## src/rtl/fifo_wr_arbiter.sv

```systemverilog
// -----------------------------------------------------------------------------
// fifo_wr_arbiter
//
// Shares the write port of one synchronous FIFO among NUM_REQ producers.
// Ownership is handed out round-robin in bursts of at most BURST_MAX words.
// Every tenure is separated by exactly one IDLE arbitration cycle. No write
// is issued while the FIFO reports full. The block also watches the FIFO's
// write-acknowledge and overflow flags and raises sticky error bits.
//
// Ports
//   clk, rst_n      clock; synchronous active-low reset
//   req             per-requester valid, held with stable data until granted
//   req_data        requester i's word at [i*DATA_WIDTH +: DATA_WIDTH]
//   gnt             one-hot accept; a word moves on an edge with req[i] && gnt[i]
//   fifo_wr_en      FIFO write enable (combinational, same cycle as gnt)
//   fifo_data_in    owner's req_data slice
//   fifo_full       FIFO full flag, gates the grant in the current cycle
//   fifo_wr_ack     FIFO write acknowledge, expected one cycle after a write
//   fifo_overflow   FIFO overflow flag
//   busy            a tenure is in progress (state == BURST)
//   owner           current or most recent owner index
//   wr_count        total accepted words, 16-bit wrapping
//   ack_err         sticky: a write was not acknowledged
//   ovf_err         sticky: the FIFO reported overflow
// -----------------------------------------------------------------------------
module fifo_wr_arbiter #(
  parameter  int NUM_REQ    = 4,
  parameter  int DATA_WIDTH = 16,
  parameter  int BURST_MAX  = 4,
  localparam int OWN_W      = $clog2(NUM_REQ)
) (
  input  logic                          clk,
  input  logic                          rst_n,
  input  logic [NUM_REQ-1:0]            req,
  input  logic [NUM_REQ*DATA_WIDTH-1:0] req_data,
  output logic [NUM_REQ-1:0]            gnt,
  output logic                          fifo_wr_en,
  output logic [DATA_WIDTH-1:0]         fifo_data_in,
  input  logic                          fifo_full,
  input  logic                          fifo_wr_ack,
  input  logic                          fifo_overflow,
  output logic                          busy,
  output logic [OWN_W-1:0]              owner,
  output logic [15:0]                   wr_count,
  output logic                          ack_err,
  output logic                          ovf_err
);

  typedef enum logic {
    IDLE  = 1'b0,
    BURST = 1'b1
  } state_t;

  localparam int               CNT_W    = $clog2(BURST_MAX + 1);
  // burst_cnt value at which the next transfer completes the tenure.
  localparam logic [CNT_W-1:0] CNT_LAST = CNT_W'(BURST_MAX - 1);

  state_t             state;
  logic [OWN_W-1:0]   rr_ptr;
  logic [CNT_W-1:0]   burst_cnt;
  logic               wr_en_d;

  logic [OWN_W-1:0]   pick;
  logic [OWN_W-1:0]   idx;

  // ---------------------------------------------------------------------------
  // Grant and write-port mux: purely combinational from req, state, owner and
  // the current fifo_full, so a full FIFO blocks the write in the same cycle.
  // ---------------------------------------------------------------------------
  always_comb begin
    // NOTE: default every bit first so no path leaves gnt unassigned (no latch).
    gnt = '0;
    if (state == BURST && !fifo_full) begin
      gnt[owner] = req[owner];
    end
  end

  assign fifo_wr_en   = |(req & gnt);
  assign fifo_data_in = req_data[owner*DATA_WIDTH +: DATA_WIDTH];
  assign busy         = (state == BURST);

  // ---------------------------------------------------------------------------
  // Round-robin pick: first requester at or after rr_ptr. Scanning from the
  // far end down lets the nearest active requester win. The index addition
  // wraps naturally because NUM_REQ is a power of two.
  // ---------------------------------------------------------------------------
  always_comb begin
    pick = rr_ptr;
    idx  = '0;
    for (int k = NUM_REQ - 1; k >= 0; k--) begin
      idx = rr_ptr + OWN_W'(k);
      if (req[idx]) begin
        pick = idx;
      end
    end
  end

  // ---------------------------------------------------------------------------
  // State, counters and error monitors.
  // ---------------------------------------------------------------------------
  always_ff @(posedge clk) begin
    if (!rst_n) begin
      state     <= IDLE;
      owner     <= '0;
      rr_ptr    <= '0;
      burst_cnt <= '0;
      wr_en_d   <= 1'b0;
      wr_count  <= '0;
      ack_err   <= 1'b0;
      ovf_err   <= 1'b0;
    end else begin
      // NOTE: non-blocking assignments so every register samples pre-edge values.
      wr_en_d <= fifo_wr_en;

      // The FIFO acknowledges one cycle after each write; a missing ack is
      // latched until reset.
      if (wr_en_d && !fifo_wr_ack) begin
        ack_err <= 1'b1;
      end
      if (fifo_overflow) begin
        ovf_err <= 1'b1;
      end

      if (fifo_wr_en) begin
        wr_count <= wr_count + 16'd1;
      end

      unique case (state)
        IDLE: begin
          if (|req) begin
            owner     <= pick;
            burst_cnt <= '0;
            state     <= BURST;
          end
        end

        BURST: begin
          // A dropped request ends the tenure even while stalled on full.
          if (!req[owner]) begin
            state  <= IDLE;
            rr_ptr <= owner + 1'b1;
          end else if (fifo_wr_en) begin
            burst_cnt <= burst_cnt + 1'b1;
            if (burst_cnt == CNT_LAST) begin
              state  <= IDLE;
              rr_ptr <= owner + 1'b1;
            end
          end
        end

        default: state <= IDLE;
      endcase
    end
  end

endmodule
```

## config.mk

```make
export PLATFORM = sky130hd
export DESIGN_NAME = fifo_wr_arbiter
export DESIGN_NICKNAME = d
export VERILOG_FILES = /design/src/rtl/fifo_wr_arbiter.sv
export SDC_FILE = /design/constraint.sdc
export NUM_CORES = 1
export LEC_CHECK = 0
export BUFFER_PORTS_ARGS = -buffer_cell sky130_fd_sc_hd__buf_4
export CORE_ASPECT_RATIO = 1.1
export CORE_MARGIN = 2
export CORE_UTILIZATION = 44
export CTS_BUF_LIST = sky130_fd_sc_hd__clkbuf_4
export CTS_CLUSTER_DIAMETER = 120
export DETAILED_ROUTE_END_ITERATION = 12
export GPL_ROUTABILITY_DRIVEN = 0
export GPL_TIMING_DRIVEN = 0
export PLACE_DENSITY = 0.82
export SETUP_SLACK_MARGIN = 0.05
export SLEW_MARGIN = 40
export SYNTH_ARGS = -nofsm -noshare
export SYNTH_HDL_FRONTEND = slang
export SYNTH_SLANG_ARGS = --single-unit
```

## constraint.sdc

```tcl
create_clock -name clk -period 2.9 [get_ports clk]
set_clock_uncertainty 0.05 [all_clocks]
set_input_delay 0 -clock clk [delete_from_list [all_inputs] [get_ports clk]]
set_output_delay 0 -clock clk [all_outputs]
set_load 0.05 [all_outputs]
```

Word level (Yosys, flattened, before mapping)
Cells that the tools add are included.
- word-level logic and storage cells: 69
- flip-flop bits (word level): 27
- output and inout bits: 42
- reduce and logical (&&, ||, !) cells: 10
- add/sub/neg operators: 6
- $lt $le $gt $ge: 6
- multiplexer cells: 29
- shift operators: 1
- equal/unequal tests: 6
- bitwise operators: 3
- operator list (kind ; count):
    64-bit by 7-bit variable part select with 16-bit output ; 1
    16-bit by 1-bit adder with 16-bit output, second input constant ; 1
    2-bit by 3-bit < comparator with 1-bit output, second input constant ; 5
    2-bit two-way mux ; 7
    1-bit binary-select mux with 2-bit select ; 5
    1-bit two-way mux ; 10
    3-bit two-way mux ; 3
    4-bit AND ; 2
    4-bit OR reduction ; 2
    2-bit != test, second input constant ; 3
    3-bit one-hot mux with 2 select lines ; 1
    3-bit AND reduction ; 2
    2-bit by 1-bit adder with 2-bit output, second input constant ; 2
    2-bit adder, second input constant ; 2
    4-bit two-way mux ; 1
    2-bit by 1-bit != test with 1-bit output, second input constant ; 2
    3-bit by 1-bit adder with 3-bit output, second input constant ; 1
    3-bit by 2-bit == test with 1-bit output, second input constant ; 1
    1-bit logical AND ; 3
    1-bit demux with 2-bit select ; 1
    2-bit by 1-bit >= comparator with 1-bit output, second input constant ; 1
    1-bit zero test ; 2
    1-bit one-hot mux with 2 select lines ; 1
    2-bit AND reduction ; 1
    1-bit NOT ; 1

Logic depth before layout (Yosys ltp)
Gate-level depths: netlist of run 1.
- word-level depth: 11
- mapped depth: 10
- gate-level depth less buffers: 7

Worst setup path before layout of run 1
Ideal clock, no wire load.
- kind: register to register
- from: reg owner[0]
- to: reg wr_count[0]
- data arrival time: 2.685 ns
- stages on the path, launching flop included: 11
- buffers on the path: 3
- setup slack: 0.038 ns
- setup time: 0.128 ns
- clock period less this slack: 2.862 ns
- required time: 2.722 ns
- path through: dfxtp_1 buf_4 buf_2 inv_1 ha_1 a22o_1 o211ai_4 buf_6 inv_1 xnor2_1 nor2_1
- word-level cells in the longest chain between the ends: 8
- elaborated cells on any way between the ends: 11
- ends and longest elaborated chain (element ; line ; source):
    from (decl) ; 43 ; output logic [OWN_W-1:0] owner,
    from (signal assigned) ; 131 ; owner <= pick;
    2-bit by 3-bit < comparator with 1-bit output (implied by the code) or 2-bit by 1-bit >= comparator with 1-bit output (tied branches) ; 74 ; gnt[owner] = req[owner];
    1-bit logical AND (implied by the code) ; 74 ;
    1-bit two-way mux (implied by the code) ; 74 ;
    1-bit demux with 2-bit select ; 74 ;
    4-bit AND (no source line) (*) ; n/a ;
    4-bit two-way mux (*) ; 73 ; if (state == BURST && !fifo_full) begin
    4-bit AND (*) ; 78 ; assign fifo_wr_en = |(req & gnt);
    4-bit OR reduction (*) ; 78 ;
    net fifo_wr_en ; 37 ; output logic fifo_wr_en,
    to (signal assigned) ; 125 ; wr_count <= wr_count + 16'd1;
    to (decl) ; 44 ; output logic [15:0] wr_count,
Mark *: on every way through the listed nets, which the timed path passes. The rest lies on a longest branch. The select of a mux whose other input is x is not followed.
A chain may end at the register's enable or synchronous reset.

Worst setup path after layout of run 1
- from: reg owner[0]
- to: out fifo_wr_en
- word-level cells in the longest chain between the ends: 8
- elaborated cells on any way between the ends: 11
- ends and longest elaborated chain (element ; line):
    2-bit by 3-bit < comparator with 1-bit output (implied by the code) or 2-bit by 1-bit >= comparator with 1-bit output (tied branches) ; 74
    1-bit logical AND (implied by the code) ; 74
    1-bit two-way mux (implied by the code) ; 74
    1-bit demux with 2-bit select ; 74
    4-bit AND (no source line) (*) ; n/a
    4-bit two-way mux (*) ; 73
    4-bit AND (*) ; 78
    4-bit OR reduction (*) ; 78
    to (decl) ; 37
Mark *: on every way between the ends. The rest lies on a longest branch, timed or not. The select of a mux whose other input is x is not followed.

==> flow_summary.ini, run 1 <==
[outcome]
status = completed

[setup_path]
start_kind = flip-flop
required_ns = 2.85
max_stage_delay_ns = 0.38
worstPathCellList = buf_4 > inv_1 > ha_1 > a22o_1 > o211ai_4 > buf_6 > inv_1 > buf_4
regToRegSetupSlack_ns = 0.53
crit_fanout = 19
crit_slowest_cell = dfxtp_2
cp_data_arrival_time_ns = 2.45
end_kind = output pin
crit_type = reg2out

[sta]
final_hold_viol_count = 0
fin_tns_setup_ns = 0
worst_pin_slew_ns = 0.5434
fin_ws_ns = 0.4038
finalSetupViolCount = 0
fin_crit_sh = 0.8607
slew_violations = 0
maxSlewHeadroom = 0.6377
rsz0062_at_grt = false
clock.fmax_mhz = 400.6
period_needed_ns = 2.496
whs_ns = 0.02849

[global_routing]
grt_pass1_wl_um = 9204
gr-total-overflow = 0
antenna_found_initial = 0
grt_use_met3 = 0.05808
grtUsageTotal = 0.2463
grt.met1_usage = 0.3058
use_met2 = 0.4388
first_global_vias = 1929
grt-busiest-layer = met2
grt_max_degree = 15

[yosys]
synth_cells = 189
synth_ff_type = dfxtp_1
synth.distinct_cells = 38
yosysWarnings = 0
synth-adder-area-share = 0.04781
synth_top_family_by_area = multiplexers
ys_seq_area_frac = 0.2951
synth_mux_area_frac = 0.2363
synth_area_per_cell_um2 = 9.692
synth_edf_count = 0
yosys_register_bits = 27
synth-simple-area-share = 0.2152
async_flop_share = 0
synth_nets = 269
synth_compound_area_frac = 0.1393
syn_area_um2 = 1832
synth-xor-area-share = 0.004781

[placed_design]
place_inst = 355
portBuffers = 114
hpwl_um = 4628
dpl_worst_slack_ns = 0.3061
placed_area_um2 = 2754

[finish]
fin_util = 0.7024
fin_cells = 360
nFillCells = 328
n_antenna_cell = 0
most-common-layout-cells = 115 x buf_4, 26 x dfxtp_1, 17 x mux4_2, 17 x a21oi_1, 15 x nand2_1
syn_to_final_growth_pct = 53.14
design_area_um2 = 2805
drive_gt1_frac = 0.4675
nets = 389
final_common_cell = buf_4

[job]
drv_cap = 0

[floorplanning]
boundaryPins = 115
dieArea_um2 = 4696
start_util = 0.4586
std_cell_rows = 24
die_w_um = 65.52
coreArea_um2 = 3994
die_h_um = 71.67

[routing]
vias_per_cell = 5.508
first_pass_iters = 4
drc = 0
avgRoutedWirePerCell_um = 15.84
antenna_left = 0
wirelength_um = 5703
vias = 1983
drtIter0Drc = 73

[clocking]
clkLatencyLatePin_ns = 0.32
cts_resized = 0
h-tree-depth = 1
clockRootBuffer = clkbuf_4
cts_tree = yes
ctsLongestPathBuffers = 2
cts_buffers = 3
clkSinkCount = 27
path_clk_slew_ns = 0.13
post-cts-setup-buffers = 0

[pwr]
leakage_nw = 1.202
power_uw = 955.4
vdd_drop_max_mv = 0.2406
power.density_nw_per_um2 = 340.6

[min_path]
hp-class = in2reg
-- critical path: cells and delay by family, from the launching register on --
kind	cells	cell delay, ns
buf+inv	5	1.01
fa+ha+maj	1	0.23
compound gates	2	0.51
flops	1	0.38
-- cells in the mapped netlist (2+ instances only) --
master	number	area share
a21oi_1	17	0.046
dfxtp_1	27	0.30
a22o_1	2	0.0096
nand4_1	2	0.0068
and4_1	2	0.0096
inv_1	10	0.020
nor2_1	7	0.014
nand2_1	15	0.031
buf_6	2	0.012
nand2b_1	4	0.014
and3_1	6	0.020
mux2i_1	5	0.027
or3_1	2	0.0068
nand3_1	8	0.022
o21ai_0	3	0.0082
mux4_2	17	0.21
nor4_1	4	0.014
or4_1	9	0.037
nor3b_1	2	0.0082
nor2b_1	5	0.017
ha_1	7	0.048
o31ai_1	9	0.037
buf_2	3	0.0082
clkbuf_1	7	0.014
-- final cells by class --
cell class	instances	area [um2]	area share
sequential	27	541.8	0.1931
multi-input combinational	138	1179	0.4202
buffer	12	66.31	0.02364
clock buffer	4	30.03	0.01070
tap	52	65.06	0.02319
inverter	10	37.54	0.01338
timing repair buffer	117	885.9	0.3158
-- final timing paths --
path,from,endpoint,depth (start not counted)
setup / recovery,owner[0],fifo_wr_en,8
hold reg to reg,burst_cnt[1],burst_cnt[1],2
setup reg to reg,owner[0],wr_count[3],9
hold / removal,req[2],busy,4
-- report_power, final --
| part | switching (mW) | internal [mW] |
|---|---|---|
| Sequential | 0.00740 | 0.380 |
| Combinational | 0.220 | 0.177 |
| Clock | 0.107 | 0.0631 |
| Total | 0.335 | 0.620 |
-- metal layers --
layer | vias to the layer above | part of all wire
li1 | 962 | -
met1 | 928 | 0.39
met2 | 87 | 0.51
met3 | 6 | 0.092
met4 | 0 | 0.010
met5 | - | 0
-- cell families (layout without fill, tap and decap cells) --
kind of cell	Yosys count	count (layout)
AOI/OAI and AO/OA	38	38
DFF	27	27
adders and majority gates	7	7
and+or+nand+nor	70	70
muxes	22	22
buffers and inverters	24	143
xor gates and xnor gates	1	1
-- what timing repair did --
action | 4_1_cts | 5_1_grt
hold buffers | 3 | 0
endpoints found under the hold margin | 3 | 0
setup endpoints to repair | 0 | 3
-- registers in the layout, indices dropped and copies added (netlist names) --
| signal | cells |
|---|---|
| busy | 1 |
| rr_ptr | 2 |
| wr_count | 16 |
| ovf_err | 1 |
| owner | 2 |
| ack_err | 1 |
| wr_en_d | 1 |
| burst_cnt | 3 |
Power figures use the tool's default switching activity.
==> run 2, diff against run 1 <==
Settings changed: CORE_UTILIZATION 44 to 43, CTS_BUF_LIST sky130_fd_sc_hd__clkbuf_4 to not set, PLACE_DENSITY 0.82 to 0.81, SKIP_CTS_REPAIR_TIMING set to 1.
==> run 2 against run 1 <==
The run now ends with negative hold slack left. Clock power increased by 26%. Global-route usage decreased by 0.37 points. Sequential power about the same. Routed wire length increased by 3.9%. Largest power group unchanged.
==> flow_summary.ini, run 2 (synthesis results as in run 1) <==
[clocking]
path_clk_slew_ns = 0.09
cts_buffers = 3
clockRootBuffer = clkbuf_8
clkLatencyLatePin_ns = 0.28
ctsLongestPathBuffers = 2
cts_tree = yes
clkSinkCount = 27
h-tree-depth = 1

[placed_design]
portBuffers = 114
hpwl_um = 4816
placed_area_um2 = 2754

[finish]
largest-register = wr_count
nFillCells = 338
largest_reg_flops = 16
multiInputGateArea_um2 = 1179
most-common-layout-cells = 115 x buf_4, 26 x dfxtp_1, 17 x mux4_2, 17 x a21oi_1, 15 x nand2_1
syn_to_final_growth_pct = 53.42
nets = 388
largestRegisters = wr_count x16, burst_cnt x3
fin_util = 0.6984
drive_gt1_frac = 0.4658
n_antenna_cell = 0
final_common_cell = buf_4
ff_latch_area_um2 = 541.8
design_area_um2 = 2810

[setup_path]
start_kind = flip-flop
crit_slowest_cell = dfxtp_2
crit_fanout = 19
crit_type = reg2out
critPathBufInv = 5
max_stage_delay_ns = 0.37
cp_top_family = buffers and inverters
worstPathCellList = buf_4 > inv_1 > ha_1 > a22o_1 > o211ai_4 > buf_6 > inv_1 > buf_4
end_kind = output pin
required_ns = 2.85
cp_data_arrival_time_ns = 2.39

[routing]
route.met2.wl_um = 2896
vias = 1996
wl_met3_um = 680
vias_per_cell = 5.560
drc = 0
wirelength_um = 5928
avgRoutedWirePerCell_um = 16.51
first_pass_iters = 4
highest_layer = met4
antenna_left = 0
routedLengthMet1_um = 2145
drtIter0Drc = 61

[sta]
maxSlewHeadroom = 0.6609
period_needed_ns = 2.436
final_hold_viol_count = 1
rsz0062_at_grt = false
fin_tns_setup_ns = 0
fin_crit_sh = 0.8401
clock.fmax_mhz = 410.4
slew_violations = 0
whs_ns = -0.01994
worst_pin_slew_ns = 0.5087
finalSetupViolCount = 0

[floorplanning]
std_cell_rows = 24
dieArea_um2 = 4799
start_util = 0.4552
coreArea_um2 = 4024
die_h_um = 72.46
boundaryPins = 115
die_w_um = 66.23

[global_routing]
antenna_found_initial = 0
grtUsageTotal = 0.2426
first_global_vias = 1922
grt_max_degree = 15
grt_pass1_wl_um = 9059
gr-total-overflow = 0

[outcome]
violations = negative hold slack
status = finished with violations

[pwr]
power_mw = 1.001
vdd_drop_max_mv = 0.2927
leakage_nw = 1.202
power.density_nw_per_um2 = 356.2

[min_path]
hp-class = in2reg

[job]
drv_cap = 0
## run 2: layout make-up
type,instances,area share
repair buffers,116,0.3117
clock buffers,4,0.01603
flip-flops and latches,27,0.1928
inverters,10,0.01336
well taps,52,0.02315
plain buffers,12,0.02360
multi-input cells,138,0.4194
## run 2: per-stage QoR
step           cells  hold WS (ns)  setup slack [ns]
3_3_place_gp     355        0.1550            0.3807
3_5_place_dp     355        0.1669            0.2751
5_1_grt          359      0.005501            0.2651
2_1_floorplan    189       0.06582            0.1302
4_1_cts          359       -0.1211            0.1794
6_report         359      -0.01994            0.4636
## run 2: worst paths after layout
check,startpoint,endpoint,slack (ns),depth (start not counted)
worst max-delay path,owner[0],fifo_wr_en,0.46,8
worst min-delay path,fifo_wr_ack,ack_err,-0.02,4
worst min register to register,burst_cnt[2],burst_cnt[2],0.43,2
worst max register to register,owner[0],burst_cnt[1],0.53,9
## run 2: where the power goes
group	leakage, nW	internal [mW]	switching [mW]	total (mW)
logic	0.960	0.177	0.222	0.399
clock network	0.0228	0.0986	0.117	0.215
registers	0.219	0.379	0.00754	0.387
## run 2: per-layer routing
metal | track usage | vias to the layer above
met5 | 0 | -
met4 | 0.09524 | 0
met3 | 0.08837 | 18
met2 | 0.4222 | 105
met1 | 0.2665 | 921
li1 | - | 952
## run 2: worst min-delay path: cells and delay by family
| kind | cells | cell delay [ns] |
|---|---|---|
| simple gates | 1 | 0.07 |
| compound gates | 1 | 0.05 |
| buf+inv | 2 | 0.14 |
==> run 3, diff against run 2 <==
Settings changed: CORE_UTILIZATION 43 to 39, PLACE_DENSITY 0.81 to 0.77.
Clock period 2.9 ns to 2 ns, I/O delays scaled along.
==> run 3 against run 2 <==
The run ends with negative setup slack left. Routed wire length rose by 0.74%. Combinational power up 66%. Flip-flop and latch count stayed put. Cell area up 14%. Global-route usage is 3.3 points lower. Register-to-register slack worse by 0.56 ns. Clock power increased by 41%. Critical path type unchanged. Sequential power increased by 45%.
==> flow_summary.ini, run 3 (synthesis results as in run 1) <==
[outcome]
status = finished with violations
violations = negative setup slack

[global_routing]
antenna_found_initial = 0
gr-total-overflow = 0
grtUsageTotal = 0.2092
first_global_vias = 1892
grt_max_degree = 15
grt_pass1_wl_um = 8880

[min_path]
min_from = fifo_wr_ack
hp-class = in2reg
hold-path-cell-count = 4
hold_end = ack_err

[sta]
rsz0062_at_grt = true
period_needed_ns = 2.049
final_hold_viol_count = 0
fin_tns_setup_ns = -0.1066
clock.fmax_mhz = 488.2
fin_ws_ns = -0.04853
fin_crit_sh = 1.024
maxSlewHeadroom = 0.6270
whs_ns = 0.003811
worst_pin_slew_ns = 0.5595
finalSetupViolCount = 5
slew_violations = 0

[finish]
largest_reg_flops = 16
drive_gt1_frac = 0.5667
syn_to_final_growth_pct = 74.86
design_area_um2 = 3203
largest-register = wr_count
nets = 411
final_common_cell = buf_4
largestRegisters = wr_count x16, burst_cnt x3
nFillCells = 375
fin_util = 0.6983
most-common-layout-cells = 133 x buf_4, 22 x dfxtp_1, 17 x mux4_2, 15 x a21oi_1, 15 x nand2_1
n_antenna_cell = 0

[clocking]
clockRootBuffer = clkbuf_8
cts_tree = yes
h-tree-depth = 1
clkLatencyLatePin_ns = 0.27
clkSinkCount = 27
path_clk_slew_ns = 0.09
ctsLongestPathBuffers = 2
cts_buffers = 3

[setup_path]
ff2ff_path_depth = 10
end_kind = output pin
crit_type = reg2out
r2r-start = owner[1]
start_kind = flip-flop
required_ns = 1.95
rr_endpoint = wr_count[7]
regToRegSetupSlack_ns = -0.03
cp_data_arrival_time_ns = 2.00
crit_fanout = 8

[floorplanning]
start_util = 0.3993
std_cell_rows = 26
dieArea_um2 = 5262
boundaryPins = 115
die_h_um = 75.88
die_w_um = 69.35
coreArea_um2 = 4587

[routing]
antenna_left = 0
drc = 0
vias = 2088
wirelength_um = 5972
vias_per_cell = 5.409
avgRoutedWirePerCell_um = 15.47
drtIter0Drc = 66
first_pass_iters = 4

[pwr]
switching_share = 0.3375
power.density_nw_per_um2 = 476.6
p_sw_uw = 515.2
intPower_mw = 1.011
leakage_nw = 1.379
vdd_drop_max_mv = 0.5049
pwr-share-seq = 0.367
comb_power_share = 0.434
share_clk_of_total_power = 0.199

[placed_design]
portBuffers = 114
hpwl_um = 4486
placed_area_um2 = 2875
dpl_worst_slack_ns = -0.1662

[job]
drv_cap = 0
[run 3: changes by cell type in the layout (fill, tap and decap cells not counted), moves of 3 or more]
cell     previous run  this run
ha_4                0         3
inv_1              10         7
buf_4             115       133
ha_1                7         4
buf_8               0         3
dfxtp_1            26        22
[run 3: how the worst max path moves through the flow]
stage | to | start | slack, ns
floorplan | wr_count[0] | owner[1] | -0.30
global placement | wr_count[3] | owner[0] | -0.16
detailed placement | burst_cnt[0] | owner[1] | -0.17
CTS | fifo_wr_en | owner[0] | -0.30
global route | fifo_wr_en | owner[1] | -0.12
finish | fifo_wr_en | owner[1] | -0.05
[run 3: critical path, stage by stage (launching register included)]
cell        delay, ns
dfxtp_4          0.38
buf_8            0.11
clkbuf_16        0.13
inv_8            0.03
ha_4             0.14
a22o_4           0.25
o211ai_4         0.19
buf_6            0.17
clkinvlp_4       0.14
buf_8            0.17
[run 3: per-stage QoR]
stage               cells  total power, mW
floorplan             189           0.9567
global placement      359            1.169
detailed placement    359            1.178
CTS                   363            1.478
global route          386            1.586
finish                386            1.527
[run 3: power by group through the flow]
stage / Combinational (mW) / Sequential [mW] / Clock, mW
6_report: 0.662 / 0.560 / 0.304
5_1_grt: 0.696 / 0.562 / 0.329
4_1_cts: 0.604 / 0.562 / 0.312
3_5_place_dp: 0.603 / 0.575 / 0
3_3_place_gp: 0.595 / 0.574 / 0
2_1_floorplan: 0.357 / 0.599 / 0
[run 3: layout make-up]
type,instances,area [um2],share of cell area
sequential,27,551.8,0.1723
multi-input combinational,138,1284,0.4008
clock buffer,4,45.04,0.01406
tap,56,70.07,0.02188
inverter,10,56.30,0.01758
timing repair buffer,137,1059,0.3305
buffer,14,137.6,0.04297
[run 3: routing by layer]
metal,vias to the layer above,track usage,part of all wire,routed length [um]
met1,974,0.2384,0.38,2263
li1,1010,-,-,-
met2,95,0.3996,0.53,3153
met4,0,0.06972,0.016,93
met3,9,0.04101,0.077,461
met5,-,0,0,0
